==> src/rtl/ram_rd_pkg.sv <==
// Shared definitions for the RAM stream reader.
// Contents:
//   - the sequencer state type
//   - the skid FIFO depth
//   - the RAM read latency
//   - a helper that decides whether another read may be issued without
//     overflowing the skid FIFO
package ram_rd_pkg;

  typedef enum logic [1:0] {
    IDLE  = 2'd0,
    RUN   = 2'd1,
    DRAIN = 2'd2
  } rd_state_e;

  localparam int RD_FIFO_DEPTH = 2;
  localparam int RAM_RD_LAT    = 1;

  // A read may go out only if every word already committed to the FIFO
  // fits. Committed words are those stored now, plus the one landing from
  // last cycle's read, minus the one leaving this cycle.
  function automatic logic can_issue(input logic [1:0] occ,
                                     input logic       inflight,
                                     input logic       pop);
    logic [2:0] load;
    load = {1'b0, occ} + {2'b00, inflight} - {2'b00, pop};
    return (load < 3'(RD_FIFO_DEPTH));
  endfunction

endpackage

==> src/rtl/ram_rd_skid_fifo.sv <==
// Two-entry skid FIFO that absorbs RAM read data while the consumer stalls.
// Ports:
//   clk, reset   clock and asynchronous active-high reset
//   push         write push_data this cycle
//   push_data    word to store
//   pop          head word is consumed this cycle
//                (ignored when the FIFO is empty)
//   head_data    oldest stored word; held stable until popped
//   head_valid   FIFO is not empty
//   occupancy    number of stored words, 0..2
module ram_rd_skid_fifo #(
  parameter int W = 64
) (
  input  logic         clk,
  input  logic         reset,
  input  logic         push,
  input  logic [W-1:0] push_data,
  input  logic         pop,
  output logic [W-1:0] head_data,
  output logic         head_valid,
  output logic [1:0]   occupancy
);

  logic [W-1:0] ent0_q, ent0_d;
  logic [W-1:0] ent1_q, ent1_d;
  logic [1:0]   occ_q, occ_d;
  logic         pop_s;

  // Next-state logic.
  // Entry 0 is always the head; entry 1 shifts into it on a pop.
  always_comb begin
    ent0_d = ent0_q;
    ent1_d = ent1_q;
    occ_d  = occ_q;
    pop_s  = pop && (occ_q != 2'd0);
    case ({push, pop_s})
      2'b10: begin
        if (occ_q == 2'd0) begin
          ent0_d = push_data;
          occ_d  = 2'd1;
        end else if (occ_q == 2'd1) begin
          ent1_d = push_data;
          occ_d  = 2'd2;
        end else begin
          // Full: the issuer never lets this happen, so drop the push.
          occ_d = occ_q;
        end
      end
      2'b01: begin
        ent0_d = ent1_q;
        occ_d  = occ_q - 2'd1;
      end
      2'b11: begin
        if (occ_q == 2'd1) begin
          ent0_d = push_data;
        end else begin
          ent0_d = ent1_q;
          ent1_d = push_data;
        end
      end
      default: begin
        occ_d = occ_q;
      end
    endcase
  end

  // Storage and occupancy registers.
  always_ff @(posedge clk or posedge reset) begin
    if (reset) begin
      ent0_q <= {W{1'b0}};
      ent1_q <= {W{1'b0}};
      occ_q  <= 2'd0;
    end else begin
      ent0_q <= ent0_d;
      ent1_q <= ent1_d;
      occ_q  <= occ_d;
    end
  end

  assign head_data  = ent0_q;
  assign head_valid = (occ_q != 2'd0);
  assign occupancy  = occ_q;

endmodule

==> src/rtl/ram_stream_reader.sv <==
// Read-side sequencer for one port of a dual-port RAM.
// On start it reads num_rows words from start_addr with a fixed stride.
// The words are presented as a valid/ready stream. A two-entry skid FIFO
// hides the RAM's one-cycle registered read latency.
// Ports:
//   start, start_addr, stride, num_rows   command, sampled in IDLE only
//   ram_addr, ram_we, ram_q               RAM read port (ram_we is tied to 0)
//   out_data, out_valid, out_ready        output stream
//   busy                                  sequencer is not IDLE
//   done                                  one-cycle pulse after the last word
//                                         is accepted
module ram_stream_reader
  import ram_rd_pkg::*;
#(
  parameter int AW = 11,
  parameter int MW = 8,
  parameter int DW = 8
) (
  input  logic             clk,
  input  logic             reset,
  input  logic             start,
  input  logic [AW-1:0]    start_addr,
  input  logic [AW-1:0]    stride,
  input  logic [AW:0]      num_rows,
  output logic [AW-1:0]    ram_addr,
  output logic [MW-1:0]    ram_we,
  input  logic [MW*DW-1:0] ram_q,
  output logic [MW*DW-1:0] out_data,
  output logic             out_valid,
  input  logic             out_ready,
  output logic             busy,
  output logic             done
);

  localparam logic [AW:0] REM_ZERO = {(AW+1){1'b0}};
  localparam logic [AW:0] REM_ONE  = {{AW{1'b0}}, 1'b1};

  rd_state_e             state_q, state_d;
  logic [AW-1:0]         addr_q, addr_d;
  logic [AW-1:0]         stride_q, stride_d;
  logic [AW:0]           remaining_q, remaining_d;
  logic [RAM_RD_LAT-1:0] inflight_q, inflight_d;
  logic                  busy_q, busy_d;
  logic                  done_q, done_d;
  logic                  issue_s;
  logic                  pop_s;
  logic [1:0]            fifo_occ_s;
  logic                  fifo_valid_s;
  logic [MW*DW-1:0]      fifo_head_s;

  assign pop_s = fifo_valid_s && out_ready;

  ram_rd_skid_fifo #(.W(MW*DW)) u_fifo (
    .clk        (clk),
    .reset      (reset),
    .push       (inflight_q[RAM_RD_LAT-1]),
    .push_data  (ram_q),
    .pop        (pop_s),
    .head_data  (fifo_head_s),
    .head_valid (fifo_valid_s),
    .occupancy  (fifo_occ_s)
  );

  // FSM next state, address generator, remaining counter and status outputs.
  always_comb begin
    state_d     = state_q;
    addr_d      = addr_q;
    stride_d    = stride_q;
    remaining_d = remaining_q;
    busy_d      = busy_q;
    done_d      = 1'b0;
    issue_s     = 1'b0;
    case (state_q)
      IDLE: begin
        if (start) begin
          addr_d      = start_addr;
          stride_d    = stride;
          remaining_d = num_rows;
          busy_d      = 1'b1;
          if (num_rows == REM_ZERO) begin
            state_d = DRAIN;
          end else begin
            state_d = RUN;
          end
        end else begin
          state_d = IDLE;
        end
      end
      RUN: begin
        issue_s = (remaining_q != REM_ZERO) &&
                  can_issue(fifo_occ_s, inflight_q[RAM_RD_LAT-1], pop_s);
        if (issue_s) begin
          // ram_addr always shows the address of the next read;
          // wrapping past the top of the RAM is intended.
          addr_d      = addr_q + stride_q;
          remaining_d = remaining_q - REM_ONE;
          if (remaining_q == REM_ONE) begin
            state_d = DRAIN;
          end else begin
            state_d = RUN;
          end
        end else if (remaining_q == REM_ZERO) begin
          state_d = DRAIN;
        end else begin
          state_d = RUN;
        end
      end
      DRAIN: begin
        // Finish on the edge that leaves the FIFO empty, so done follows
        // the final acceptance directly.
        if ((inflight_q[RAM_RD_LAT-1] == 1'b0) &&
            ((fifo_occ_s == 2'd0) || ((fifo_occ_s == 2'd1) && pop_s))) begin
          state_d = IDLE;
          busy_d  = 1'b0;
          done_d  = 1'b1;
        end else begin
          state_d = DRAIN;
        end
      end
      default: begin
        state_d = IDLE;
        busy_d  = 1'b0;
      end
    endcase
    inflight_d = issue_s;
  end

  // Sequencer registers.
  always_ff @(posedge clk or posedge reset) begin
    if (reset) begin
      state_q     <= IDLE;
      addr_q      <= {AW{1'b0}};
      stride_q    <= {AW{1'b0}};
      remaining_q <= REM_ZERO;
      inflight_q  <= {RAM_RD_LAT{1'b0}};
      busy_q      <= 1'b0;
      done_q      <= 1'b0;
    end else begin
      state_q     <= state_d;
      addr_q      <= addr_d;
      stride_q    <= stride_d;
      remaining_q <= remaining_d;
      inflight_q  <= inflight_d;
      busy_q      <= busy_d;
      done_q      <= done_d;
    end
  end

  assign ram_addr  = addr_q;
  assign ram_we    = {MW{1'b0}};
  assign out_data  = fifo_head_s;
  assign out_valid = fifo_valid_s;
  assign busy      = busy_q;
  assign done      = done_q;

endmodule

==> config.mk <==
export PLATFORM = sky130hd
export DESIGN_NAME = ram_stream_reader
export DESIGN_NICKNAME = d
export VERILOG_FILES = /design/src/rtl/ram_rd_pkg.sv /design/src/rtl/ram_rd_skid_fifo.sv /design/src/rtl/ram_stream_reader.sv
export SDC_FILE = /design/constraint.sdc
export NUM_CORES = 1
export LEC_CHECK = 0
export ABC_AREA = 1
export CORE_MARGIN = 2
export CORE_UTILIZATION = 35
export DETAILED_ROUTE_END_ITERATION = 8
export GPL_TIMING_DRIVEN = 0
export SETUP_SLACK_MARGIN = 0.3
export SLEW_MARGIN = 20
export SYNTH_ARGS = -nofsm -noshare
export SYNTH_HDL_FRONTEND = slang
export SYNTH_SLANG_ARGS = --single-unit
==> constraint.sdc <==
create_clock -name clk -period 9.8 [get_ports clk]
set_clock_uncertainty 0.05 [all_clocks]
set_input_delay 0.98 -clock clk [delete_from_list [all_inputs] [get_ports clk]]
set_output_delay 0.98 -clock clk [all_outputs]
set_load 0.03 [all_outputs]
### Word-level counts from Yosys, hierarchy flattened

Cells that the tools add are included.
Widths: inputs -> output; s select.

* register bits after elaboration: 169
* input port bits: 102
* output and inout port bits: 86
* logic and storage cells: 82

* $add $sub $neg: 5
* magnitude comparators: 1
* eq/ne operators: 14
* multiplexer cells: 28
* bitwise gates (word level): 2
* reduce and logical (&&, ||, !) cells: 22

Operators by type and width (number)
* $mux 64: 4
* $pmux 64 s3: 1
* $pmux 64 s2: 1
* $logic_not 12->1: 2
* $mux 12: 2
* $pmux 12 s2: 1
* $mux 11: 2
* $pmux 11 s2: 1
* $mux 2: 8
* $eq 12x1->1 const B: 1
* $ne 2x2->1 const B: 6
* $reduce_bool 12->1: 1
* $sub 12x1->12 const B: 1
* $add 11x11->11: 1
* $reduce_and 3->1: 3
* $reduce_bool 2->1: 4
* $eq 2x1->1 const B: 3
* $eq 2x2->1 const B: 3
* $pmux 2 s3: 1
* $reduce_and 2->1: 3
* $logic_and 1x1->1: 5
* $mux 1: 5
* $logic_not 2->1: 2
* $pmux 2 s2: 1
* 9 further kinds: 10

### Logic depth before layout (Yosys ltp)

* depth after elaboration: 7
* depth in mapped cells: 15
* mapped depth without buffers: 14

### Cells and area by module

Synthesis repeated with hierarchy kept, for this count alone.

* cells, all modules: 1626
* area total of the unflattened synthesis: 10650.2 um^2

By module, submodules not included
* ram_rd_skid_fifo: times used 1, cells an instance 1210, area an instance 7811.2 um^2, seq. area each 3253.1 um^2
* ram_stream_reader: times used 1, cells an instance 416, area an instance 2839.0 um^2, seq. area each 975.9 um^2

### Worst setup path after synthesis

OpenSTA, ideal clock, no wires.

* kind: in2reg
* from: in out_ready
* to: reg remaining_q[9]
* library setup time: 0.116 ns
* arrival: 2.932 ns
* required time: 9.634 ns
* path slack: 6.702 ns
* cell stages on the path: 14
* path buffers: 1
* cells stage by stage: inv_1 nor2_4 ha_1 or2_2 fa_1 xnor2_1 nand2_1 nor2_1 nand2_4 nand2_4 buf_6 o21ai_2 nand2_1 nand2_1

* word-level cells in the longest chain between the ends: 6

Ends and longest elaborated chain
* from (decl): RTL line ram_stream_reader.sv:30 `input logic out_ready,`
* $logic_and 1x1->1: RTL line ram_stream_reader.sv:51 `assign pop_s = fifo_valid_s && out_ready;`
* $sub 3x1->3: RTL line ram_rd_pkg.sv:26 `load = {1'b0, occ} + {2'b00, inflight} - {2'b00, pop};`
* $lt 3x2->1: RTL line ram_rd_pkg.sv:27 `return (load < 3'(RD_FIFO_DEPTH));`
* $logic_and 1x1->1: RTL line ram_stream_reader.sv:90 `issue_s = (remaining_q != REM_ZERO) &&`
* $ne 2x2->1 (no source line)
* $reduce_and 3->1 (no source line)
* to (signal assigned): RTL line ram_stream_reader.sv:142 `remaining_q <= remaining_d;`
* to (decl): RTL line ram_stream_reader.sv:41 `logic [AW:0] remaining_q, remaining_d;`

No other way between the ends.
A chain may end at the register's enable or synchronous reset.

### Worst setup path in the final report

Same ends and word-level chain as after synthesis.

==> results.json <==
{
  "clock_power_share_pct": 14.9,
  "status": "completed",
  "slew_viol_final": 0,
  "path_cells": "clkdlybuf4s50_1 > inv_1 > nor2_4 > ha_1 > or2_2 > fa_1 > xnor2_1 > nand2_1 > nor2_1 > nand2_4 > nand2_4 > buf_6 > o21ai_2 > nand2_1 > nand2_1",
  "start_util_pct": 35.6,
  "instances_no_fill": 1937,
  "fin_crit_sh_pct": 36.4,
  "min_period_ps": 3560,
  "maxSlewHeadroom_pct": 53.0,
  "rsz0062_at_grt": "false",
  "avgSynthCellArea_um2": 7.43,
  "critPathMaxStageDelay_ps": 570,
  "wl_per_cell_um": 16.9,
  "ant_nets": 0,
  "p_int_mw": 2.38,
  "hold_depth": 2,
  "tns_ps": 0,
  "leakage_nw": 5.96,
  "fmax_mhz": 281,
  "synth_top_area_share_pct": 42.6,
  "worstSetupEndpointType": "register",
  "crit_required_ps": 10080,
  "combPwrFrac_pct": 58.2,
  "path_max_fanout": 10,
  "synth.area.top_cells": "dfrtp_1 43%, nand2_1 12%, o21ai_0 12%, inv_1 6.0%, o221ai_1 4.5%",
  "ios": 188,
  "yosysTopAreaCell": "dfrtp_1",
  "cts_setup_buffers": 0,
  "ys_seq_elements": 169,
  "cts.root.buffer_cell": "clkbuf_16",
  "ys_warn_count": 0,
  "synth-edff-count": 0,
  "h-tree-depth": 4,
  "cts_sinks": 169,
  "ys.flop_type": "dfrtp_1",
  "vias": 10044,
  "drive_gt1_share_pct": 7.58,
  "cpLargestDelayFamily": "simple AND/OR/NAND/NOR gates",
  "first_pass_iters": 7,
  "grt_pass1_vias": 9544,
  "crit_arrival_ps": 3850,
  "clkLatencyLatePin_ps": 430,
  "synth.most_common_cell": "nand2_1",
  "grt_pass1_wl_mm": 51.6,
  "synth.cell_area_mm2": 0.00993,
  "hold_path.class": "reg -> reg",
  "setup_viol": 0,
  "hpwl_mm": 23.3,
  "power.share.switching_pct": 48.9,
  "seq_area_frac_synth_pct": 42.6,
  "path_common_cell": "nand2_1",
  "net-switching-power_mw": 2.27,
  "path_clk_slew_ps": 70,
  "async_flop_share_pct": 100,
  "drv_cap": 0,
  "hold_viol": 0,
  "grtUsageTotal_pct": 22.3,
  "antenna_found_initial": 1,
  "power_density_mw_per_mm2": 361,
  "cts.repair.resized": 0,
  "routabilityCongestion": 0.887,
  "crit_type": "in -> reg",
  "final_net_count": 1664,
  "path_depth": 15,
  "cts_hold_buf": 0,
  "routed_via_density": 5.19,
  "die_y_um": 172,
  "synthTopCellsByCount": "325 x nand2_1, 240 x o21ai_0, 169 x dfrtp_1",
  "start_kind": "input pin",
  "grt_max_degree": 73,
  "synthCells": 1337,
  "drc_errors": 0,
  "cp_slowest_cell": "clkdlybuf4s50_1",
  "place_inst": 1903,
  "rr_worst_depth": 15,
  "irDropWorstVdd_mv": 0.170,
  "numPortBuffers": 179,
  "wl_mm": 32.8,
  "ctsLongestPathBuffers": 2,
  "synth.distinct_cells": 33,
  "die_w_um": 172,
  "r2r_setup_slack_ps": 6700,
  "grt.overflow.total": 0,
  "worstMarginPinSlew_ps": 705,
  "cts_tree": "built",
  "die-area_mm2": 0.0297,
  "drtIter0Drc": 841,
  "fillCellCount": 2773,
  "num_rows": 61,
  "p_seq_share_pct": 26.9,
  "path_buf_inv": 3,
  "cts_buffers": 17,
  "core_area_mm2": 0.0279,
  "syn2layout_area_growth_pct": 29.8
}
kinds of logic (layout without fill, tap and decap cells):
kind of cell | Yosys count | after routing | share of synthesized area [%]
and+or+nand+nor | 450 | 450 | 18.5
xor gates and xnor gates | 5 | 5 | 0.441
other | 1 | 10 | 0.0378
buffers and inverters | 260 | 473 | 11.7
AOI/OAI and AO/OA | 433 | 433 | 24.2
DFF | 169 | 169 | 42.6
muxes | 1 | 1 | 0.101
adders and majority gates | 18 | 18 | 2.42
power by group through the flow:
stage | registers [mW] | clock network [mW] | logic, mW
finish | 1.25 | 0.695 | 2.71
global route | 1.30 | 0.739 | 3.01
CTS | 1.25 | 0.711 | 2.70
detailed placement | 1.26 | 0 | 2.69
global placement | 1.26 | 0 | 2.65
floorplan | 1.54 | 0 | 1.50
sequential cells by signal, summed over array words and instances, names as in the netlist:
name              count
u_fifo.head_data     64
remaining_q          12
u_fifo.ent1_q        64
busy                  1
u_fifo.occupancy      2
stride_q             11
inflight_q            1
state_q               2
done                  1
ram_addr             11
layout make-up:
cell class	count	area (µm²)	share of cell area (%)
diodes	2	5.00	0.0388
clock buffers	17	425	3.30
repair buffers	181	1850	14.3
flip-flops and latches	169	4230	32.8
well taps	378	473	3.67
multi-input cells	915	4560	35.4
clock inverters	15	175	1.36
plain buffers	93	536	4.15
inverters	167	634	4.92
worst min-delay path, delay by kind of cell (launching register included):
family | cells | cell delay (ps)
flip-flops | 1 | 350
AND/OR/NAND/NOR | 2 | 110
cell usage in the layout, fill, tap and decap left out, drive strengths merged, types with 3 or more instances in the layout:
master         count
nand4              3
a21oi             73
nand2            331
clkinv             7
nor2              58
inv              174
buf               62
nand3             52
or2                4
o22ai             14
o221ai            51
clkdlybuf4s50    179
xnor2              3
dfrtp            169
o21ai            287
ha                16
conb               8
o211ai             6
clkbuf            50
final timing paths:
check	startpoint	endpoint
setup reg to reg	u_fifo.occupancy[1]	remaining_q[9]
hold reg to reg	busy	busy
min in group asynchronous	reset	remaining_q[3]
max in group asynchronous	reset	u_fifo.ent1_q[0]
hold / removal	busy	busy
setup / recovery	out_ready	remaining_q[9]
routing by layer:
metal | global-route usage (%) | vias up | wire length [µm]
li1 | - | 4854 | -
met1 | 32.2 | 4823 | 15500
met2 | 34.3 | 330 | 14600
met3 | 3.73 | 37 | 2030
met4 | 6.80 | 0 | 650
met5 | 0 | - | 0
metrics by stage:
| stage | cell area, µm² | power, mW | hold slack [ps] | utilization [%] | setup WS, ps |
|---|---|---|---|---|---|
| after floorplan | 9960 | 3.04 | 403 | - | 4190 |
| after global placement | 12200 | 3.91 | 410 | 43.9 | 1370 |
| after detailed placement | 12300 | 3.95 | 415 | 44.1 | 5780 |
| after CTS | 12900 | 4.67 | 434 | 46.2 | 6250 |
| after global routing | 12900 | 5.04 | 455 | 46.3 | 6060 |
| final | 12900 | 4.65 | 430 | 46.3 | 6240 |
No activity file was read; power rests on OpenSTA's default activity.
